**src/rtl/video_timing_pkg.sv**
```systemverilog
// Shared types and mode arithmetic for the video timing generator.
// The default constants describe 800x600 at 60 Hz with a 40 MHz pixel clock.
package video_timing_pkg;

  typedef enum logic [1:0] {
    STOPPED  = 2'd0,
    RUNNING  = 2'd1,
    DRAINING = 2'd2
  } vtg_state_e;

  localparam int DEF_H_ACTIVE = 800;
  localparam int DEF_H_FP     = 40;
  localparam int DEF_H_SYNC   = 128;
  localparam int DEF_H_BP     = 88;
  localparam int DEF_V_ACTIVE = 600;
  localparam int DEF_V_FP     = 1;
  localparam int DEF_V_SYNC   = 4;
  localparam int DEF_V_BP     = 23;

  function automatic int calc_total(input int act, input int fp, input int sync, input int bp);
    return act + fp + sync + bp;
  endfunction

  function automatic int cnt_width(input int total);
    return (total > 1) ? $clog2(total) : 1;
  endfunction

  function automatic int sync_start(input int act, input int fp);
    return act + fp;
  endfunction

  function automatic int sync_end(input int act, input int fp, input int sync);
    return act + fp + sync;
  endfunction

endpackage

```
**src/rtl/sig_delay_line.sv**
```systemverilog
// Fixed-depth register pipeline for a small control bundle; DEPTH=0 is a plain wire.
// Latency DEPTH cycles, no backpressure; async reset loads every stage with RESET_VAL.
module sig_delay_line #(
  parameter int               WIDTH     = 1,
  parameter int               DEPTH     = 1,
  parameter logic [WIDTH-1:0] RESET_VAL = '0
) (
  input  logic             i_clk,
  input  logic             i_rst,
  input  logic [WIDTH-1:0] i_dat,
  output logic [WIDTH-1:0] o_dat
);

  generate
    if (DEPTH == 0) begin : g_wire
      assign o_dat = i_dat;
    end else begin : g_pipe
      logic [WIDTH-1:0] r_pipe [DEPTH];

      always_ff @(posedge i_clk or posedge i_rst) begin
        if (i_rst) begin
          for (int i = 0; i < DEPTH; i++) r_pipe[i] <= RESET_VAL;
        end else begin
          r_pipe[0] <= i_dat;
          for (int i = 1; i < DEPTH; i++) r_pipe[i] <= r_pipe[i-1];
        end
      end

      assign o_dat = r_pipe[DEPTH-1];
    end
  endgenerate

endmodule

```
**src/rtl/video_timing_gen.sv**
```systemverilog
// Pixel-clock video timing generator: hs/vs/de, coordinates and frame/line markers.
// Coordinates 1 cycle after the counters, sync/de/markers LEAD cycles later; stop/start only on frame edges.
module video_timing_gen
  import video_timing_pkg::*;
#(
  parameter int H_ACTIVE = DEF_H_ACTIVE,
  parameter int H_FP     = DEF_H_FP,
  parameter int H_SYNC   = DEF_H_SYNC,
  parameter int H_BP     = DEF_H_BP,
  parameter int V_ACTIVE = DEF_V_ACTIVE,
  parameter int V_FP     = DEF_V_FP,
  parameter int V_SYNC   = DEF_V_SYNC,
  parameter int V_BP     = DEF_V_BP,
  parameter bit HS_POL   = 1'b1,
  parameter bit VS_POL   = 1'b1,
  parameter int COORD_W  = 10,
  parameter int LEAD     = 0
) (
  input  logic               pixelClk,
  input  logic               aRst,
  input  logic               enable,
  output logic               stopped,
  output logic               hs,
  output logic               vs,
  output logic               de,
  output logic [COORD_W-1:0] pixelX,
  output logic [COORD_W-1:0] pixelY,
  output logic               frameStart,
  output logic               lineStart,
  output logic [7:0]         frameCnt
);

  localparam int H_TOTAL  = calc_total(H_ACTIVE, H_FP, H_SYNC, H_BP);
  localparam int V_TOTAL  = calc_total(V_ACTIVE, V_FP, V_SYNC, V_BP);
  localparam int HCW      = cnt_width(H_TOTAL);
  localparam int VCW      = cnt_width(V_TOTAL);
  localparam int HS_BEG   = sync_start(H_ACTIVE, H_FP);
  localparam int HS_END   = sync_end(H_ACTIVE, H_FP, H_SYNC);
  localparam int VS_BEG   = sync_start(V_ACTIVE, V_FP);
  localparam int VS_END   = sync_end(V_ACTIVE, V_FP, V_SYNC);
  localparam int DW       = 6;
  // Bundle order: {stopped, frameStart, lineStart, vs, hs, de}
  localparam logic [DW-1:0] LINE_RST = {1'b1, 1'b0, 1'b0, ~VS_POL, ~HS_POL, 1'b0};

  vtg_state_e         r_state, w_state_nxt;
  logic [HCW-1:0]     r_hcnt;
  logic [VCW-1:0]     r_vcnt;
  logic [7:0]         r_frame_cnt;
  logic [COORD_W-1:0] r_pixel_x, r_pixel_y;

  logic w_active, w_h_last, w_v_last, w_frame_end;
  logic w_de_raw, w_hs_act, w_vs_act, w_ls_raw, w_fs_raw;
  logic [DW-1:0] w_line_in, w_line_out;

  assign w_active    = (r_state != STOPPED);
  assign w_h_last    = (int'(r_hcnt) == H_TOTAL - 1);
  assign w_v_last    = (int'(r_vcnt) == V_TOTAL - 1);
  assign w_frame_end = w_active && w_h_last && w_v_last;

  always_ff @(posedge pixelClk or posedge aRst) begin
    if (aRst) r_state <= STOPPED;
    else      r_state <= w_state_nxt;
  end

  // Leaving RUNNING/DRAINING is only allowed on the last pixel of a frame.
  always_comb begin
    w_state_nxt = r_state;
    unique case (r_state)
      STOPPED:  if (enable) w_state_nxt = RUNNING;
      RUNNING:  if (!enable) w_state_nxt = w_frame_end ? STOPPED : DRAINING;
      DRAINING: begin
        if (enable)           w_state_nxt = RUNNING;
        else if (w_frame_end) w_state_nxt = STOPPED;
      end
      default:  w_state_nxt = STOPPED;
    endcase
  end

  always_ff @(posedge pixelClk or posedge aRst) begin
    if (aRst) begin
      r_hcnt      <= '0;
      r_vcnt      <= '0;
      r_frame_cnt <= '0;
    end else if (w_active) begin
      if (w_h_last) begin
        r_hcnt <= '0;
        r_vcnt <= w_v_last ? '0 : r_vcnt + VCW'(1);
      end else begin
        r_hcnt <= r_hcnt + HCW'(1);
      end
      if (w_frame_end) r_frame_cnt <= r_frame_cnt + 8'd1;
    end else begin
      r_hcnt <= '0;
      r_vcnt <= '0;
    end
  end

  assign w_de_raw = w_active && (int'(r_hcnt) < H_ACTIVE) && (int'(r_vcnt) < V_ACTIVE);
  assign w_hs_act = w_active && (int'(r_hcnt) >= HS_BEG) && (int'(r_hcnt) < HS_END);
  assign w_vs_act = w_active && (int'(r_vcnt) >= VS_BEG) && (int'(r_vcnt) < VS_END);
  assign w_ls_raw = w_de_raw && (r_hcnt == '0);
  assign w_fs_raw = w_ls_raw && (r_vcnt == '0);

  assign w_line_in = {~w_active, w_fs_raw, w_ls_raw,
                      w_vs_act ? VS_POL : ~VS_POL,
                      w_hs_act ? HS_POL : ~HS_POL,
                      w_de_raw};

  always_ff @(posedge pixelClk or posedge aRst) begin
    if (aRst) begin
      r_pixel_x <= '0;
      r_pixel_y <= '0;
    end else begin
      r_pixel_x <= w_de_raw ? COORD_W'(r_hcnt) : '0;
      r_pixel_y <= (int'(r_vcnt) < V_ACTIVE) ? COORD_W'(r_vcnt) : '0;
    end
  end

  // One stage aligns with the coordinate register, the remaining LEAD stages trail it.
  sig_delay_line #(
    .WIDTH     (DW),
    .DEPTH     (LEAD + 1),
    .RESET_VAL (LINE_RST)
  ) u_line_dly (
    .i_clk (pixelClk),
    .i_rst (aRst),
    .i_dat (w_line_in),
    .o_dat (w_line_out)
  );

  assign {stopped, frameStart, lineStart, vs, hs, de} = w_line_out;
  assign pixelX   = r_pixel_x;
  assign pixelY   = r_pixel_y;
  assign frameCnt = r_frame_cnt;

endmodule
```
**config.mk**
```make
export PLATFORM = sky130hd
export DESIGN_NAME = video_timing_gen
export DESIGN_NICKNAME = d
export VERILOG_FILES = /design/src/rtl/video_timing_pkg.sv /design/src/rtl/sig_delay_line.sv /design/src/rtl/video_timing_gen.sv
export SDC_FILE = /design/constraint.sdc
export NUM_CORES = 1
export LEC_CHECK = 0
export CAP_MARGIN = 5
export CORE_UTILIZATION = 45
export DETAILED_ROUTE_END_ITERATION = 10
export PLACE_DENSITY = 0.77
export SLEW_MARGIN = 25
export SYNTH_ARGS = -nofsm -noshare
export SYNTH_HDL_FRONTEND = slang
export SYNTH_SLANG_ARGS = --single-unit
export TNS_END_PERCENT = 10
```
**constraint.sdc**
```tcl
create_clock -name pixelClk -period 2.3 [get_ports pixelClk]
set_input_delay 0.23 -clock pixelClk [delete_from_list [all_inputs] [get_ports pixelClk]]
set_output_delay 0.23 -clock pixelClk [all_outputs]
set_load 0.01 [all_outputs]
```
==> key figures <==
Synthesis
  – Cell taking the most area after synthesis: dfrtp_1
  – Cell area after synthesis: approximately 2600 um2
  – Most instantiated library cell after synthesis: dfrtp_1
  – Synth Area in Compound Gates: 0.0751
  – Largest family of logic cells by synthesized area: simple AND/OR/NAND/NOR gates
  – Mapped Cells: 235
  – Most common flop cell mapped by yosys: dfrtp_1
  – Synth warn: 0
  – Xor/xnor share of the synthesized area: 0.0708
  – Async set or reset register ratio after synthesis: 1.00
  – Post-synthesis mux area share: 0.00819
  – Post-synth EDFFs: 0
  – Post-Synth Simple-Gate Area: 0.227
  – Top cells by area, synth: dfrtp_1, xor2_1, and2_1
  – Yosys reg bits: 57
  – Top cell type's share of synthesized area: 0.539
  – Syn nets: approximately 250
  – Register area share after synthesis: 0.550
  – Adder-cell share of the synthesized area: 0.0337
  – Commonest cells in the synthesized netlist: dfrtp_1, nor2_1, and2_1
  – Avg Cell Area, Syn: between 10 and 15 um2
  – Synth cell types: between 40 and 50

Floorplanning
  – Area of the core: 5540 um2
  – Height of the die: slightly below 80 um
  – I/O Pins: 37
  – Initial Util: 0.469
  – Die span in x: 78.0 um
  – Die area: between 6000 and 7000 um2
  – Rows: 27

Placed design
  – Routability cong.: slightly below 0.9
  – Placed cells: between 300 and 400
  – Post-place instance area: between 3000 and 4000 um2
  – I/O Buffers: 36
  – Post-DP HPWL: 3.68 mm

STA
  – Total negative setup slack: 0 ps
  – RSZ-0062 raised after global routing: no
  – Final Max Tran Viols: 0
  – Crit share post-route: 0.868
  – Max_slew headroom: 0.507
  – Worst-margin pin slew: roughly 740 ps
  – Fin. Hold Viols: 0
  – FMAX: approximately 500 MHz
  – Clock skew: 6.36 ps
  – Post-layout min period: 2000 ps
  – Final setup viols: 0

Global route
  – Gr ovfl total: 0
  – Via count of the first global-routing pass: ~1800
  – Antenna violations before repair: 0
  – GRT Overall Usage: 0.194
  – Pin count of the biggest net entering global routing: 26
  – First-pass GRT wire length: slightly below 9 mm

Setup path
  – Bufs and invs on worst path: 0
  – Critical Path Source Type: flip-flop
  – Worst path cell trace: ha_1 > nor3b_1 > nand4b_2 > nor2_2 > mux2_1
  – Critical Path RT: approximately 2500 ps
  – Critical path's largest stage delay: approximately 450 ps
  – CP endpoint kind: flip-flop
  – Arr. time, crit path: 2210 ps
  – CP Max Fanout: 7
  – Slowest stage cell, crit path: dfrtp_1
  – CP top delay family: simple AND/OR/NAND/NOR gates
  – Crit path kind: reg2reg

Cells and area
  – Layout overhead on the synthesized area: 24.6%
  – Multi-input logic area: 1080 um2
  – Fin nets: about 290
  – Antenna Cells: 0
  – Final std cells w/o fill: ~350
  – Cell area after layout: around 3200 um2
  – Filler cells: between 400 and 500
  – Share of layout cells above drive strength 1: 0.107
  – Register Area: 1430 um2
  – Layout Utilization: 0.584

Clock tree
  – Post-CTS setup buffers: 0
  – H-tree depth: 3
  – CTS Sinks: 57
  – CTS root buffer: clkbuf_8
  – Latest clock arrival within the worst-skew pair: between 300 and 400 ps
  – Cts bufs inserted: 9
  – CTS tree: built
  – Reg clk slew, reported paths: 60 ps
  – CTS resizes: 0
  – Hold buffers post-CTS: 0
  – Clock tree buffer depth: 2

Power
  – Pleak: 1.47 nW
  – Pwr dens: 692 nW/um2
  – Total power: approximately 0.0022 W
  – VDD IR max: between 0.3 and 0.4 mV

Hold path
  – Tightest Hold Check Type: in2async

Detailed routing
  – Antenna Nets Post-Route: 0
  – DRC Markers: 0
  – Via Count: between 1500 and 2000
  – Vias per inst: between 5 and 6
  – WL final: approximately 5.2 mm
  – DR WL/cell: approximately 15 um
  – Drt pass-1 iters: 4
  – DRT iter0 DRCs: 140

Run
  – Max Cap Violations: 0

Run status
  – Run status: completed
==> cells by family (layout without fill, tap and decap cells) <==
group	Yosys count	after routing
DFF	57	57
adders and majority gates	7	7
xor gates and xnor gates	21	21
buffers and inverters	21	67
and+or+nand+nor	99	99
muxes	2	2
AOI/OAI and AO/OA	28	28
==> registers in the layout, summed over array words and instances, names as in the netlist <==
signal / count
r_state: 2
pixelY: 10
r_hcnt: 11
r_vcnt: 10
frameCnt: 8
pixelX: 10
u_line_dly.o_dat: 6
==> worst register-to-register path: stages (launching register included) <==
cell and delay [ps]:
dfrtp_1 450, ha_1 230, nor3b_1 310, nand4b_2 310, nor2_2 240, mux2_1 340
==> cell usage in the layout, fill, tap and decap left out, types with 3 or more instances in the layout <==
master,n
a21oi_1,7
inv_1,12
xnor2_1,9
nand2_1,9
ha_1,7
nor2_1,19
nor2b_1,3
and3_1,4
clkdlybuf4s50_1,36
nor3_1,12
o21ai_1,3
nand3_1,12
dfrtp_1,56
a31oi_1,5
xor2_1,12
o21ai_0,3
clkbuf_8,11
and2_1,16
o211ai_1,3
nand4_1,5
==> worst paths after layout <==
check,to,slack [ps],startpoint,depth (start not counted)
setup / recovery,frameCnt[1],300,r_vcnt[0],5
hold / removal,pixelY[4],250,aRst,2
setup reg to reg,frameCnt[1],300,r_vcnt[0],5
hold reg to reg,frameCnt[7],470,frameCnt[7],1
max in group asynchronous,pixelX[4],1520,aRst,3
min in group pixelClk,frameCnt[7],470,frameCnt[7],1
==> layout make-up <==
type | count | share of cell area
Sequential cell | 57 | 0.441
Tap cell | 72 | 0.0278
Multi-Input combinational cell | 157 | 0.333
Clock inverter | 3 | 0.0124
Inverter | 13 | 0.0151
Timing Repair Buffer | 39 | 0.122
Clock buffer | 12 | 0.0480
==> power breakdown <==
part	internal [W]	switching, W
Combinational	0.000107	0.000116
Clock	0.000549	0.000367
Sequential	0.00105	0.0000448
==> per-layer routing <==
layer,vias up,part of all wire,global-route usage
li1,893,-,-
met1,918,0.44,0.261
met2,78,0.48,0.284
met3,12,0.050,0.0447
met4,0,0.027,0.120
met5,-,0,0
==> per-stage QoR <==
stage	setup slack (ps)	hold WS (ps)
6_report	303	245
5_1_grt	149	290
4_1_cts	318	261
3_5_place_dp	334	476
3_3_place_gp	410	457
2_1_floorplan	535	301
Note: power is estimated with default switching activity, not from simulation.
